### src/rtl/led_snake_pkg.sv
// Shared constants for the LedSnake control path.
package led_snake_pkg;

    // Event edge selection
    localparam int unsigned EDGE_RISE = 0;
    localparam int unsigned EDGE_FALL = 1;
    localparam int unsigned EDGE_BOTH = 2;

    // End-of-range behaviour
    localparam int unsigned MODE_WRAP = 0;
    localparam int unsigned MODE_SAT  = 1;

endpackage : led_snake_pkg

### src/rtl/edge_sync.sv
// Input synchroniser, edge detector and post-reset arm mask.
// The event output is a registered one-cycle pulse. It is named evt because
// "event" is a reserved word.
module edge_sync
    import led_snake_pkg::*;
#(
    parameter int unsigned SYNC_STAGES = 2,
    parameter int unsigned EDGE_MODE   = EDGE_RISE
) (
    input  logic clk,
    input  logic rst,
    input  logic in,
    output logic evt
);

    localparam int unsigned ARM_W    = 3;
    localparam int unsigned ARM_DONE = SYNC_STAGES + 1;

    // Catch illegal configurations at elaboration.
    if (SYNC_STAGES < 2 || SYNC_STAGES > 4) begin : g_bad_stages
        $fatal(1, "edge_sync: SYNC_STAGES must be in 2..4");
    end
    if (EDGE_MODE > EDGE_BOTH) begin : g_bad_edge
        $fatal(1, "edge_sync: EDGE_MODE must be 0, 1 or 2");
    end

    logic [SYNC_STAGES-1:0] sync_q;
    logic                   prev_q;
    logic [ARM_W-1:0]       arm_q;
    logic                   sync_out;
    logic                   rise;
    logic                   fall;
    logic                   edge_sel;
    logic                   armed;

    assign sync_out = sync_q[SYNC_STAGES-1];
    assign armed    = (arm_q == ARM_W'(ARM_DONE));

    // Synchroniser chain, edge history, arm counter and registered event.
    always_ff @(posedge clk) begin
        if (rst) begin
            sync_q <= '0;
            prev_q <= 1'b0;
            arm_q  <= '0;
            evt    <= 1'b0;
        end else begin
            sync_q <= {sync_q[SYNC_STAGES-2:0], in};
            prev_q <= sync_out;
            arm_q  <= armed ? arm_q : arm_q + ARM_W'(1);
            evt    <= armed & edge_sel;
        end
    end

    // Edge detect and edge-type selection; masked until the chain has flushed.
    always_comb begin
        rise     = sync_out & ~prev_q;
        fall     = ~sync_out & prev_q;
        edge_sel = 1'b0;
        case (EDGE_MODE)
            EDGE_RISE: edge_sel = rise;
            EDGE_FALL: edge_sel = fall;
            EDGE_BOTH: edge_sel = rise | fall;
            default:   edge_sel = 1'b0;
        endcase
    end

endmodule : edge_sync

### src/rtl/edge_counter.sv
// Modulo event counter with direction, wrap/saturate, parallel load and
// one-cycle overflow/underflow pulses.
module edge_counter
    import led_snake_pkg::*;
#(
    parameter int unsigned CNT_W       = 5,
    parameter int unsigned MODULUS     = 8,
    parameter int unsigned SYNC_STAGES = 2,
    parameter int unsigned EDGE_MODE   = EDGE_RISE,
    parameter int unsigned SAT_MODE    = MODE_WRAP
) (
    input  logic             clk,
    input  logic             rst,
    input  logic             in,
    input  logic             en,
    input  logic             up,
    input  logic             load,
    input  logic [CNT_W-1:0] load_val,
    output logic [CNT_W-1:0] cnt,
    output logic             ovf,
    output logic             unf,
    output logic             at_max,
    output logic             at_zero
);

    // Extended width keeps MODULUS == 2**CNT_W free of overflow.
    localparam int unsigned     EXT_W   = CNT_W + 1;
    localparam logic [CNT_W:0]  MAX_EXT = EXT_W'(MODULUS - 1);
    localparam logic [CNT_W-1:0] MAX_CNT = CNT_W'(MODULUS - 1);

    // Catch illegal configurations at elaboration.
    if (MODULUS < 2 || MODULUS > (2 ** CNT_W)) begin : g_bad_modulus
        $fatal(1, "edge_counter: MODULUS must be in 2..2**CNT_W");
    end
    if (SAT_MODE > MODE_SAT) begin : g_bad_sat
        $fatal(1, "edge_counter: SAT_MODE must be 0 or 1");
    end

    logic             evt;
    logic [CNT_W:0]   cnt_ext;
    logic [CNT_W:0]   load_ext;
    logic [CNT_W-1:0] cnt_n;
    logic             ovf_n;
    logic             unf_n;

    edge_sync #(
        .SYNC_STAGES (SYNC_STAGES),
        .EDGE_MODE   (EDGE_MODE)
    ) u_edge_sync (
        .clk (clk),
        .rst (rst),
        .in  (in),
        .evt (evt)
    );

    assign cnt_ext  = {1'b0, cnt};
    assign load_ext = {1'b0, load_val};
    assign at_max   = (cnt_ext == MAX_EXT);
    assign at_zero  = (cnt == '0);

    // Count and flag registers.
    always_ff @(posedge clk) begin
        if (rst) begin
            cnt <= '0;
            ovf <= 1'b0;
            unf <= 1'b0;
        end else begin
            cnt <= cnt_n;
            ovf <= ovf_n;
            unf <= unf_n;
        end
    end

    // Next count: load beats a coincident event; flags only on events.
    always_comb begin
        cnt_n = cnt;
        ovf_n = 1'b0;
        unf_n = 1'b0;
        if (load) begin
            cnt_n = (load_ext > MAX_EXT) ? MAX_CNT : load_val;
        end else if (en && evt) begin
            if (up) begin
                if (cnt_ext == MAX_EXT) begin
                    ovf_n = 1'b1;
                    cnt_n = (SAT_MODE == MODE_WRAP) ? '0 : cnt;
                end else begin
                    cnt_n = CNT_W'(cnt_ext + EXT_W'(1));
                end
            end else begin
                if (cnt == '0) begin
                    unf_n = 1'b1;
                    cnt_n = (SAT_MODE == MODE_WRAP) ? MAX_CNT : cnt;
                end else begin
                    cnt_n = CNT_W'(cnt_ext - EXT_W'(1));
                end
            end
        end
    end

endmodule : edge_counter

### config.mk
export PLATFORM = sky130hd
export DESIGN_NAME = edge_counter
export DESIGN_NICKNAME = d
export VERILOG_FILES = /design/src/rtl/led_snake_pkg.sv /design/src/rtl/edge_sync.sv /design/src/rtl/edge_counter.sv
export SDC_FILE = /design/constraint.sdc
export NUM_CORES = 1
export LEC_CHECK = 0
export ABC_AREA = 1
export CAP_MARGIN = 25
export CELL_PAD_IN_SITES_DETAIL_PLACEMENT = 0
export CELL_PAD_IN_SITES_GLOBAL_PLACEMENT = 1
export CORE_MARGIN = 5
export CORE_UTILIZATION = 29
export CTS_BUF_LIST = sky130_fd_sc_hd__clkbuf_4 sky130_fd_sc_hd__clkbuf_8 sky130_fd_sc_hd__clkbuf_16
export CTS_CLUSTER_DIAMETER = 80
export DETAILED_ROUTE_END_ITERATION = 10
export PLACE_DENSITY = 0.7
export SKIP_CTS_REPAIR_TIMING = 1
export SLEW_MARGIN = 10
export SYNTH_ARGS = -nofsm -noshare
export SYNTH_HDL_FRONTEND = slang
export SYNTH_SLANG_ARGS = --single-unit
### constraint.sdc
create_clock -name clk -period 1.08 [get_ports clk]
set_input_delay 0.216 -clock clk [delete_from_list [all_inputs] [get_ports clk]]
set_output_delay 0.216 -clock clk [all_outputs]
set_load 0.02 [all_outputs]
==> out/metrics.csv, run 1 <==
metric,value,unit
final_hold_viol_count,0,
timing.final.crit_share,124.9,%
post-route-min-period,1349,ps
setup_ws,-268.6,ps
skew,0.7783,ps
synth_area,780.7,sq um
fp.coreArea,0.002522,sq mm
drtIter0Drc,17,
htree_levels,1,
place.gp.congestion,0.7398,
cts_buffers,3,
worstPathCellList,ha_4 > nand2_4 > inv_2 > nand2_2 > inv_2 > buf_6,
cts_tree,done,
synthDistinctLibCells,19,
cts.sinks,14,
worst_pin_slew,233.1,ps
p_total,0.001423,W
cp-end-kind,output pin,
cp_common_cell,inv_2,
clock.fmax,0.7415,GHz
drtPass1Iterations,4,
relSlewSlack,84.44,%
portBuffers,19,
maxCapViolations,0,
die_h,61.89,um
grt_max_degree,9,
yosysSeqAreaShare,35.90,%
cp_data_arrival_time,1130,ps
place_hpwl,1.636,mm
dp_cells,194,
p_leak,0.6890,nW
diodes,0,
die_area,0.003830,sq mm
drcViolationCount,0,
multi_input_area,490.5,sq um
grt_pass1_wl,3.215,mm
drive_gt1_share,39.05,%
clock_latency,280,ps
status,"finished, violations left",
grt_pass1_vias,807,
wirelength,2.168,mm
ir_drop,0.0008242,V
path_class,reg -> out,
pin_count,20,
failed_checks,negative setup slack,
worstHoldPathCells,1,
area_delta_synth_final,73.40,%
preCtsSetupSlack,-461.1,ps
root_buffer,clkbuf_4,
fin_area,0.001354,sq mm
startpoint_type,register,
track_usage,11.57,%
grt_overflow,0,
worst-endpoint-required,860,ps
syn_nets,136,
seqCellArea,295.3,sq um
syn_inst,121,
rsz0062_at_grt,true,
hold_path_class,reg -> reg,
setup-violations-final,10,
cp_max_fo,4,
viasPerCell,4.477,
cp.buffers_inverters,3,
antenna_left,0,
nFillCells,249,
dieWidth,61.89,um
num_vias,891,
fin_nets,185,
hold_ws,393.0,ps
clkSlewWorstSetupHoldPaths,80,ps
rows,18,
synth-warning-count,0,
r2r_cells,9,
critPathTopFamily,flip-flops,
avgRoutedWirePerCell,10.89,um
synth_area_per_cell,6.452,sq um
start_util,30.95,%
crit_path_max_incr_delay,370,ps
p_per_area,1051,mW/mm^2
slew_viol_final,0,
cts_buffer_depth,2,
place_area,0.001231,sq mm
fin_cells,199,
slowest_stage,dfxtp_4,
antenna_found_initial,0,
synth-seq-cells,14,
path_depth,6,
[metrics by stage]
step | setup TNS (ps) | util [%]
finish | -1090 | 53.67
floorplan | -17.52 | -
global route | -1869 | 53.67
global placement | -3863 | 48.81
detailed placement | -3935 | 48.81
CTS | -5323 | 49.85
[sequential cells by signal (all words and copies together) (netlist names)]
name / flops
u_edge_sync.evt: 1
u_edge_sync.sync_q: 2
cnt: 5
u_edge_sync.prev_q: 1
unf: 1
u_edge_sync.arm_q: 3
ovf: 1
[synth_stat cells]
| cell type | count | area (sq um) |
|---|---|---|
| nand4_1 | 2 | 12.51 |
| xor2_1 | 1 | 8.760 |
| nor2_2 | 2 | 12.51 |
| dfxtp_1 | 14 | 280.3 |
| a21oi_1 | 6 | 30.03 |
| a21oi_2 | 1 | 8.760 |
| inv_1 | 21 | 78.83 |
| buf_2 | 2 | 10.01 |
| xnor2_1 | 1 | 8.760 |
| nor3_1 | 1 | 5.000 |
| nand3b_1 | 1 | 7.510 |
| nand2_1 | 32 | 120.1 |
| nand3_1 | 6 | 30.03 |
| o21ai_0 | 6 | 30.03 |
| ha_1 | 4 | 50.05 |
| nor2_1 | 17 | 63.81 |
| nor4_1 | 2 | 12.51 |
| clkbuf_2 | 1 | 5.000 |
| nand2_2 | 1 | 6.260 |
[power breakdown]
part           switching, W  internal [W]  leakage (nW)
logic              0.000239      0.000268         0.556
clock network      0.000171      0.000134        0.0154
registers         0.0000386      0.000572         0.118
total              0.000449      0.000974         0.689
[kinds of logic after synthesis]
kind of cell | after synthesis | synth area share [%]
compound gates | 13 | 8.815
xor+xnor | 2 | 2.244
fa+ha+maj | 4 | 6.411
buf+inv | 24 | 12.02
flops | 14 | 35.90
simple gates | 64 | 34.62
[area by class of cell]
cell class / count / area share, %
Multi-Input combinational cell: 83 / 36.23
Timing Repair Buffer: 47 / 31.24
Sequential cell: 14 / 21.81
Inverter: 21 / 6.007
Tap cell: 30 / 2.773
Clock buffer: 3 / 1.664
Clock inverter: 1 / 0.2773
[layer usage]
metal	part of all wire (%)	global-route usage [%]	vias up	wire length [um]
met2	46	19.28	27	1005
met1	44	13.90	388	949
met3	8.1	4.132	6	176
met5	0	0	-	0
li1	-	-	470	-
met4	1.8	3.636	0	38
[worst reg2reg max path: cells and delay by family (launching register included)]
family                     cells  cell delay (ps)
DFF                            1              390
AOI/OAI and AO/OA              1               50
buffers and inverters          1              110
and+or+nand+nor                6              390
adders and majority gates      1              150
[path summary, 6_finish.rpt]
| path | start | end | slack, ps |
|---|---|---|---|
| worst max-delay path | cnt[0] | at_max | -270 |
| worst min-delay path | u_edge_sync.prev_q | u_edge_sync.evt | 390 |
| worst max register to register | cnt[0] | cnt[4] | -100 |
| worst min register to register | u_edge_sync.prev_q | u_edge_sync.evt | 390 |
[layout by cell type (no fill, tap or decap), types with 2 or more instances in the layout]
master	instances
nand3_1	5
nand2_2	3
dfxtp_4	3
nor2_2	2
clkdlybuf4s50_1	10
a21oi_1	5
dfxtp_2	3
dfxtp_1	8
clkbuf_4	3
inv_2	6
o21ai_0	4
nor2_1	16
nand2_1	29
ha_4	3
buf_6	10
buf_4	24
dlymetal6s2s_1	2
o21ai_1	2
inv_1	14
nand4_1	2
a21oi_2	2
No activity file was read; power rests on OpenSTA's default activity.
==> run 2: changes to the inputs <==
MAX_ROUTING_LAYER = met4   (was unset)
SETUP_SLACK_MARGIN = 0.15   (was unset)
==> out/metrics.csv, run 2 (synthesis results as in run 1) <==
metric,value,unit,change
final_hold_viol_count,0,,unchanged
largest_register_ffs,5,,unchanged
status,"finished, violations left",,
viasPerCell,4.528,,+1.1%
failed_checks,negative setup slack,,
regMostFlops,cnt,,
p_per_area,1093,mW/mm^2,+4.0%
worst_pin_slew,261.6,ps,+28.51 ps
place_hpwl,1.668,mm,+2.0%
wirelength,2.143,mm,-1.2%
diodes,0,,unchanged
final_common_cell,nand2_1,,
die_h,61.89,um,unchanged
fp.coreArea,0.002522,sq mm,unchanged
power_frac_seq,40.7,%,-2.2 points
drtIter0Drc,15,,-2
r2r_cells,9,,unchanged
track_usage,11.98,%,+0.40 points
grt_max_degree,9,,unchanged
start_util,30.95,%,unchanged
drtPass1Iterations,5,,+1
pin_count,20,,unchanged
relSlewSlack,82.53,%,-1.9 points
antenna_found_initial,0,,unchanged
mostFrequentLayoutCells,"27 x nand2_1, 25 x buf_4, 15 x nor2_1",,
p_total,0.001563,W,+9.9%
startpoint_type,register,,
area_delta_synth_final,83.17,%,
timing.final.crit_share,124.6,%,-0.29 points
share_clk_of_total_power,24.4,%,+2.9 points
grt_pass1_vias,779,,-3.5%
cp_data_arrival_time,1130,ps,about the same
fin_nets,185,,unchanged
hold_path_class,in -> reg,,
dieWidth,61.89,um,unchanged
largestRegisters,"cnt (5), u_edge_sync.arm_q (3), u_edge_sync.sync_q (2)",,
worst-endpoint-required,860,ps,about the same
antenna_left,0,,unchanged
setup_ws,-265.5,ps,+3.093 ps
clkSlewWorstSetupHoldPaths,90,ps,about the same
r2r-start,cnt[0],,
cts_buffer_depth,2,,unchanged
path_class,reg -> out,,
place.gp.congestion,0.7992,,+8.0%
hold_end,cnt[2],,
fin_area,0.001430,sq mm,+5.6%
drive_gt1_share,49.11,%,+10 points
timing.critical_path.from,cnt[0],,
place_area,0.001246,sq mm,+1.2%
grt_overflow,0,,unchanged
cp_max_fo,4,,unchanged
skew,1.481,ps,+0.7029 ps
num_vias,901,,+1.1%
setup-violations-final,12,,+2
clock.fmax,0.7432,GHz,+0.23%
combPwrFrac,34.9,%,-0.7 points
cts.sinks,14,,unchanged
maxCapViolations,0,,unchanged
cts_tree,done,,
rr_endpoint,cnt[0],,
clock_latency,280,ps,about the same
finalSetupTns,-1279,ps,-189.0 ps
p_leak,0.6860,nW,-0.43%
die_area,0.003830,sq mm,unchanged
rsz0062_at_grt,true,,
slew_viol_final,0,,unchanged
cts_buffers,3,,unchanged
htree_levels,1,,unchanged
power_switching,0.0004889,W,+8.9%
post-route-min-period,1345,ps,-3.093 ps
min_from,load,,
root_buffer,clkbuf_4,,
drcViolationCount,0,,unchanged
ir_drop,0.0007945,V,-3.6%
portBuffers,19,,unchanged
rows,18,,unchanged
rrSetupSlack,-100,ps,about the same
cp-end-kind,output pin,,
switching_share,31.28,%,-0.28 points
worstHoldPathCells,3,,+2
p_int,0.001074,W,+10%
grt_pass1_wl,3.208,mm,-0.22%
avgRoutedWirePerCell,10.77,um,-1.2%
## run 2: worst max-delay path by stage
stage               depth (start not counted)  endpoint  slack (ps)
floorplan                                   5    cnt[1]          -2
global placement                            6    at_max        -430
detailed placement                          6    at_max        -430
CTS                                         6    at_max        -760
global route                                6    at_max        -320
finish                                      6    at_max        -270
## run 2: area by class of cell
class / count / area [sq um]
clock buffer: 4 / 36.28
inverter: 21 / 83.83
timing repair buffer: 47 / 427.9
fill: 246 / 1092
sequential: 14 / 301.5
tap: 30 / 37.54
multi-input combinational: 83 / 543.0
## run 2: through the flow
| stage | worst slack [ps] | instances | hold slack, ps | util, % |
|---|---|---|---|---|
| 2_1_floorplan | -1.589 | 121 | 323.0 | - |
| 3_3_place_gp | -427.1 | 190 | 376.9 | 49.40 |
| 3_5_place_dp | -431.1 | 190 | 384.9 | 49.40 |
| 4_1_cts | -761.9 | 194 | 398.5 | 50.84 |
| 5_1_grt | -322.1 | 199 | 408.9 | 56.70 |
| 6_report | -265.5 | 199 | 379.0 | 56.70 |
## run 2: critical path: stages (launching register included)
cell and delay (ps):
dfxtp_4 390, ha_4 150, nand2_4 50, inv_2 50, nand2_2 50, inv_2 50
buf_6 100
## run 2: metal layers
layer	share of wire, %	vias up	routed length, um	GRT usage, %
met5	0	-	0	-
met2	46	23	988	19.13
met4	1.1	0	23	4.242
li1	-	472	-	-
met1	47	401	1001	14.41
met3	6.0	5	129	3.306
## run 2: power by group through the flow
stage / combinational (W) / sequential (W) / clock [W]
after floorplan: 0.000250 / 0.000655 / 0
after global placement: 0.000444 / 0.000637 / 0
after detailed placement: 0.000458 / 0.000641 / 0
after CTS: 0.000456 / 0.000629 / 0.000398
after global routing: 0.000599 / 0.000643 / 0.000415
final: 0.000546 / 0.000637 / 0.000381
==> run 3: changes to the inputs <==
==> constraint.sdc (replaced) <==
create_clock -name clk -period 1.08 [get_ports clk]
set_input_delay 0.216 -clock clk [delete_from_list [all_inputs] [get_ports clk]]
set_output_delay 0.216 -clock clk [all_outputs]
set_load 0.005 [all_outputs]
==> out/metrics.csv, run 3 (synthesis results as in run 1) <==
metric,value,unit,change
dieWidth,61.89,um,unchanged
startpoint_type,register,,
cts_buffer_depth,2,,unchanged
cp.buffers_inverters,4,,+1
rows,18,,unchanged
fp.coreArea,0.002522,sq mm,unchanged
dp_cells,185,,-2.6%
worst-endpoint-required,860,ps,about the same
met3_length,97,um,-25%
relSlewSlack,83.50,%,+0.97 points
hold_path_class,reg -> reg,,
track_usage,13.47,%,+1.5 points
fin_nets,181,,-2.2%
drtPass1Iterations,4,,-1
p_leak,0.6457,nW,-5.9%
post-route-min-period,1430,ps,+84.43 ps
diodes,0,,unchanged
largest_register_ffs,5,,unchanged
cts_buffers,3,,unchanged
final_common_cell,nand2_1,,
pin_count,20,,unchanged
timing.final.crit_share,132.4,%,+7.8 points
num_vias,873,,-3.1%
top_layer,met4,,
share_clk_of_total_power,19.6,%,-4.8 points
wl_met1,1.072,mm,+7.1%
clkSlewWorstSetupHoldPaths,80,ps,about the same
path_class,reg -> out,,
place_hpwl,1.667,mm,about the same
clock_latency,280,ps,about the same
status,"finished, violations left",,
rsz0062_at_grt,true,,
p_int,0.001029,W,-4.2%
failed_checks,negative setup slack,,
portBuffers,19,,unchanged
p_total,0.001503,W,-3.8%
final_hold_viol_count,0,,unchanged
cp_data_arrival_time,1210,ps,+80 ps
largestRegisters,"cnt (5), u_edge_sync.arm_q (3), u_edge_sync.sync_q (2)",,
antenna_found_initial,0,,unchanged
grt_pass1_wl,3.643,mm,+14%
cp_common_cell,nand2_4,,
ir_drop,0.001014,V,+28%
grt_pass1_vias,826,,+6.0%
cp-end-kind,output pin,,
nFillCells,248,,+0.81%
grt_overflow,0,,unchanged
hold_ws,408.7,ps,+29.68 ps
combPwrFrac,38.6,%,+3.7 points
fin_cells,194,,-2.5%
start_util,30.95,%,unchanged
drcViolationCount,0,,unchanged
met2_length,1.036,mm,+4.9%
htree_levels,1,,unchanged
die_h,61.89,um,unchanged
avgRoutedWirePerCell,11.44,um,+6.3%
antenna_left,0,,unchanged
power_switching,0.0004742,W,-3.0%
cp_max_fo,3,,-1
setup-violations-final,10,,-2
drtIter0Drc,10,,-5
regMostFlops,cnt,,
cts.sinks,14,,unchanged
power_frac_seq,41.8,%,+1.1 points
wirelength,2.220,mm,+3.6%
grt_max_degree,8,,-1
skew,5.860,ps,+4.379 ps
place.gp.congestion,0.7545,,-5.6%
p_per_area,1081,mW/mm^2,-1.1%
critPathTopFamily,flip-flops,,
crit_path_max_incr_delay,370,ps,-20 ps
cts_tree,done,,
viasPerCell,4.500,,-0.61%
worstPathCellList,buf_12 > ha_4 > nand2_4 > inv_4 > nand2_4 > inv_2 > clkbuf_2,,
switching_share,31.55,%,+0.27 points
worst_pin_slew,246.5,ps,-15.02 ps
root_buffer,clkbuf_4,,
setup_ws,-349.9,ps,-84.43 ps
finalSetupTns,-1704,ps,-424.7 ps
slew_viol_final,0,,unchanged
clock.fmax,0.6993,GHz,-5.9%
maxCapViolations,0,,unchanged
drive_gt1_share,44.51,%,-4.6 points
area_delta_synth_final,78.04,%,
die_area,0.003830,sq mm,unchanged
slowest_stage,dfxtp_4,,
mostFrequentLayoutCells,"30 x nand2_1, 18 x buf_4, 14 x inv_1, 14 x nor2_1, 10 x clkdlybuf4s50_1",,
-- run 3: worst register-to-register path: stages (launching register included) --
cell and delay (ps):
dfxtp_4 380, buf_12 110, inv_4 30, ha_4 160, buf_4 130, buf_6 110, nand2_2 60, nand2_1 50
nand2_1 70, nand3_2 60, a21oi_2 120
-- run 3: worst paths after layout --
kind                           endpoint                  start  slack, ps  cells after the start
setup reg to reg                 cnt[2]                 cnt[0]       -290                     10
hold reg to reg   u_edge_sync.sync_q[1]  u_edge_sync.sync_q[0]        410                      2
hold / removal    u_edge_sync.sync_q[1]  u_edge_sync.sync_q[0]        410                      2
setup / recovery                 at_max                 cnt[0]       -350                      7
-- run 3: cell type report --
class	count	area, sq um	area share [%]
tap	30	37.54	2.700
inverter	21	88.84	6.391
timing repair buffer	43	381.6	27.45
clock buffer	3	22.52	1.620
sequential	14	305.3	21.96
multi-input combinational	83	554.3	39.87
-- run 3: stage by stage --
stage / util, % / setup WS [ps] / instance area (sq um)
3_5_place_dp: 47.87 / -349.0 / 1207
5_1_grt: 55.11 / -398.4 / 1390
6_report: 55.11 / -349.9 / 1390
4_1_cts: 48.76 / -669.7 / 1230
2_1_floorplan: - / 38.16 / 859.6
3_3_place_gp: 47.87 / -348.3 / 1207
-- run 3: power groups by stage --
stage | clock, W | combinational [W] | sequential, W
after floorplan | 0 | 0.000243 | 0.000642
after global placement | 0 | 0.000414 | 0.000639
after detailed placement | 0 | 0.000436 | 0.000641
after CTS | 0.000312 | 0.000434 | 0.000629
after global routing | 0.000333 | 0.000650 | 0.000639
final | 0.000294 | 0.000581 | 0.000628
-- run 3: metal layers --
layer  global-route usage, %  vias to the layer above
li1                        -                      462
met1                   17.91                      391
met2                   19.58                       18
met3                   4.959                        2
met4                   2.727                        0
met5                       -                        -
